===== src/rtl/kiseonik_spremnik.sv =====
// Oxygen reservoir: counts production pulses into a bounded level and releases
// fixed-size packets over valid/ready, with full/empty, sticky overflow and packet count.
module kiseonik_spremnik #(
    parameter int unsigned KAPACITET = 15,
    parameter int unsigned PRAG      = 4,
    parameter int unsigned WIDTH     = 4
) (
    input  logic             i_clk,
    input  logic             i_rst_n,
    input  logic             i_kiseonik,
    input  logic             i_ispust_ready,
    input  logic             i_preliv_clr,
    output logic             o_ispust_valid,
    output logic [WIDTH-1:0] o_ispust_kolicina,
    output logic [WIDTH-1:0] o_nivo,
    output logic             o_pun,
    output logic             o_prazan,
    output logic             o_preliv,
    output logic [7:0]       o_broj_paketa
);

    localparam logic [WIDTH-1:0] KAP_W  = WIDTH'(KAPACITET);
    localparam logic [WIDTH-1:0] PRAG_W = WIDTH'(PRAG);
    localparam logic [WIDTH-1:0] JEDAN  = WIDTH'(1);

    typedef enum logic [1:0] {
        PRAZAN,
        PUNJENJE,
        ISPUST
    } stanje_e;

    stanje_e          state_q, state_d;
    logic [WIDTH-1:0] nivo_q, nivo_d;
    logic             preliv_q, preliv_d;
    logic [7:0]       broj_q, broj_d;
    logic             accept;
    logic             drop;

    always_ff @(posedge i_clk or negedge i_rst_n) begin
        if (!i_rst_n) begin
            state_q  <= PRAZAN;
            nivo_q   <= '0;
            preliv_q <= 1'b0;
            broj_q   <= '0;
        end else begin
            state_q  <= state_d;
            nivo_q   <= nivo_d;
            preliv_q <= preliv_d;
            broj_q   <= broj_d;
        end
    end

    // State follows the next level, so valid rises together with nivo >= PRAG.
    always_comb begin
        accept = (state_q == ISPUST) && i_ispust_ready;
        drop   = 1'b0;
        nivo_d = nivo_q;
        case ({i_kiseonik, accept})
            2'b10: begin
                if (nivo_q == KAP_W) drop = 1'b1;
                else                 nivo_d = nivo_q + JEDAN;
            end
            2'b01:   nivo_d = nivo_q - PRAG_W;
            2'b11:   nivo_d = nivo_q - PRAG_W + JEDAN;
            default: nivo_d = nivo_q;
        endcase
        preliv_d = drop | (preliv_q & ~i_preliv_clr);
        broj_d   = broj_q + {7'd0, accept};
        if (nivo_d == '0)          state_d = PRAZAN;
        else if (nivo_d < PRAG_W)  state_d = PUNJENJE;
        else                       state_d = ISPUST;
    end

    always_comb begin
        o_ispust_valid    = (state_q == ISPUST);
        o_ispust_kolicina = (state_q == ISPUST) ? PRAG_W : '0;
        o_nivo            = nivo_q;
        o_pun             = (nivo_q == KAP_W);
        o_prazan          = (nivo_q == '0);
        o_preliv          = preliv_q;
        o_broj_paketa     = broj_q;
    end

endmodule

===== config.mk =====
export PLATFORM = sky130hd
export DESIGN_NAME = kiseonik_spremnik
export DESIGN_NICKNAME = d
export VERILOG_FILES = /design/src/rtl/kiseonik_spremnik.sv
export SDC_FILE = /design/constraint.sdc
export NUM_CORES = 1
export LEC_CHECK = 0
export CELL_PAD_IN_SITES_DETAIL_PLACEMENT = 2
export CELL_PAD_IN_SITES_GLOBAL_PLACEMENT = 2
export CORE_ASPECT_RATIO = 1.1
export CORE_MARGIN = 2
export CORE_UTILIZATION = 27
export CTS_BUF_LIST = sky130_fd_sc_hd__clkbuf_4 sky130_fd_sc_hd__clkbuf_8 sky130_fd_sc_hd__clkbuf_16
export DETAILED_ROUTE_END_ITERATION = 8
export HOLD_SLACK_MARGIN = 0.02
export PLACE_DENSITY = 0.76
export SLEW_MARGIN = 40
export SYNTH_ARGS = -nofsm -noshare
export SYNTH_HDL_FRONTEND = slang
export SYNTH_SLANG_ARGS = --single-unit

===== constraint.sdc =====
create_clock -name i_clk -period 2.2 [get_ports i_clk]
set_clock_uncertainty 0.05 [all_clocks]
set_input_delay 0.22 -clock i_clk [delete_from_list [all_inputs] [get_ports i_clk]]
set_output_delay 0.22 -clock i_clk [all_outputs]
set_load 0.01 [all_outputs]

==> metrics.txt <==
main combinational cell family by area after synthesis simple AND/OR/NAND/NOR gates; Max Fclk 489 MHz; CTS tree built; n_diodes 0; DR vias/cell 4.73; total chip power 1.44 mW; fill count 300; arrival time at the worst endpoint 1770 ps; area share of fa/ha/maj cells after synthesis 9.57%; post-synthesis mux area share 1.44%; final setup vio count 0; Leak 0.471 nW; Post-synth ARST share 100%; io pins 25; Syn Area/Cell 10.9 sq um; Power Density 1380 nW/um^2; layout cells sized above 1 8.42%; Post-Synth Simple-Gate Area 16.4%; register area 375 sq um; status finished, final reports clean; sw frac 39.2%; Synth top cells by count 15 x dfrtp_1, 7 x inv_1, 6 x ha_1, 6 x xnor2_1; gr usage total 12.0%; FF+latch count, synth 15; Sink Count 15; Clock transition at path regs 90 ps; Post-DP HPWL 1400 microns; Rows 20; Post-CTS Resized 0; port bufs 21; Int Power 0.878 mW; worst slew pin tran 679 ps; RSZ-0062 raised after global routing false; top-area cell type share of the netlist area 47.8%; die height 60.5 microns; crit share post-route 92.9%; number of synthesized flops with an enable pin 0; type of the worst min-delay path in2async; maximum vdd drop 0.503 mV; CTS Root Cell clkbuf_4; CTS buffer count 3; die width 55.4 microns; Post-CTS Setup Bufs 0; most numerous cell in the Yosys netlist dfrtp_1; # hold bufs at CTS 0; die area 3350 sq um; Routed WL per cell 14.1 microns; vias in the first global route 648; Post-Synth XOR/XNOR Area 8.93%; Yosys Warn Count 0; crit-path max FO 6; Post-Route WL 1800 microns; clock share of power 12.2%; area of the multi-input gates 360 sq um; GPL Wtd Cong 0.765; Final Max Tran Viols 0; R2R Setup Slk 340 ps; Max Cap Viol 0; global-route wire length before repair 3070 microns; largest net degree at the start of global routing 16; Period minus WS final 2040 ps; initial core utilization 28.2%; post-synthesis compound-gate area fraction 8.13%; kind of critical path reg2out; Worst setup SP type flop; initial antenna violation count 0; P_sw 0.566 mW; Rel. slew slack 54.6%; Area Overhead vs Synth 33.0%; final hold viol count 0; Final #Nets 107; DRT iter0 DRCs 2; Crit path required time 1930 ps; TNS Setup 0 ps; Synth area leader dfrtp_1; mapped cell area 785 sq um; post-route ant nets 0; H-tree Lvls 1; Netlist cell types 26; main flop type after synthesis dfrtp_1; Crit. End Element output port; Core Region 2780 sq um; total gr overflow 0; Comb power frac 50.7%; top post-synthesis cells by area dfrtp_1 48%, ha_1 9.6%, xnor2_1 6.7%, buf_4 3.8%, inv_1 3.3%; clk buf depth 2; Seq pwr share 37.2%; Post-Syn Instances 72; vias 606; Seq/Total Area, Yosys 47.8%; Clk Latency, worst-skew pair 290 ps; drt drc 0; first drt pass iteration count 2
[area by class of cell]
type                    count  share of cell area [%]
flip-flops and latches     15                    36.0
repair buffers             21                    20.1
inverters                   7                    2.52
multi-input cells          48                    34.5
clock buffers               4                    2.88
well taps                  33                    3.96
[placed cells by master (no fill, tap or decap), drive strengths merged]
cell type	n
a2111oi	1
a211o	1
a21oi	2
a31oi	1
and2	2
and3	1
and4	1
clkbuf	4
clkdlybuf4s50	21
conb	3
dfrtp	15
ha	6
inv	7
mux2	1
nand2	4
nand3	4
nand3b	1
nand4	2
nor2	3
nor2b	1
nor3	1
o21ai	3
o32ai	1
or2	1
xnor2	6
xor2	2
[layer usage]
| layer | vias up | global-route usage, % | wire length, microns |
|---|---|---|---|
| met4 | 0 | 6.27 | 23 |
| met3 | 2 | 3.20 | 77 |
| met2 | 17 | 20.7 | 929 |
| met1 | 304 | 14.1 | 768 |
| li1 | 283 | - | - |
| met5 | - | 0 | 0 |
[power by group through the flow]
stage	Clock [mW]	Combinational (mW)	Sequential, mW
after floorplan	0	0.366	0.552
after global placement	0	0.724	0.534
after detailed placement	0	0.740	0.541
after CTS	0.186	0.745	0.537
after global routing	0.196	0.818	0.557
final	0.176	0.731	0.536
[cells by family after synthesis]
kind of cell | Yosys count
buffers and inverters | 11
XOR/XNOR | 8
flip-flops | 15
adder cells (fa/ha/maj) | 6
AND/OR/NAND/NOR | 21
other | 1
AO/OA/AOI/OAI | 9
multiplexers | 1
[through the flow]
step                util [%]  setup WS, ps  std cells  cell area (sq um)  hold WS [ps]
CTS                     37.6           122        128               1040           310
finish                  37.6           156        128               1040           286
detailed placement      36.5           176        124               1010           431
floorplan                  -           510         74                792          -126
global route            37.6          37.6        128               1040           322
global placement        36.5           253        124               1010           421
[worst max-delay path, stage by stage (launching register included)]
cell	delay, ps
dfrtp_1	490
ha_1	240
nand2_1	130
inv_1	90
clkdlybuf4s50_1	530
[registers in the layout, summed over array words and instances, names as in the netlist]
signal	flops
o_preliv	1
state_q	2
o_broj_paketa	8
o_nivo	4
[worst paths after layout]
kind                                            start                          to  cells past startpoint
max                               o_nivo[0]$_DFF_PN0_                       o_pun                      4
min                                           i_rst_n  o_broj_paketa[7]$_DFF_PN0_                      1
max reg2reg                       o_nivo[0]$_DFF_PN0_        state_q[0]$_DFF_PN0_                      6
min reg2reg                o_broj_paketa[7]$_DFF_PN0_  o_broj_paketa[7]$_DFF_PN0_                      1
max in group asynchronous                     i_rst_n  o_broj_paketa[0]$_DFF_PN0_                      1
min in group i_clk         o_broj_paketa[7]$_DFF_PN0_  o_broj_paketa[7]$_DFF_PN0_                      1
No activity file was read; power rests on OpenSTA's default activity.
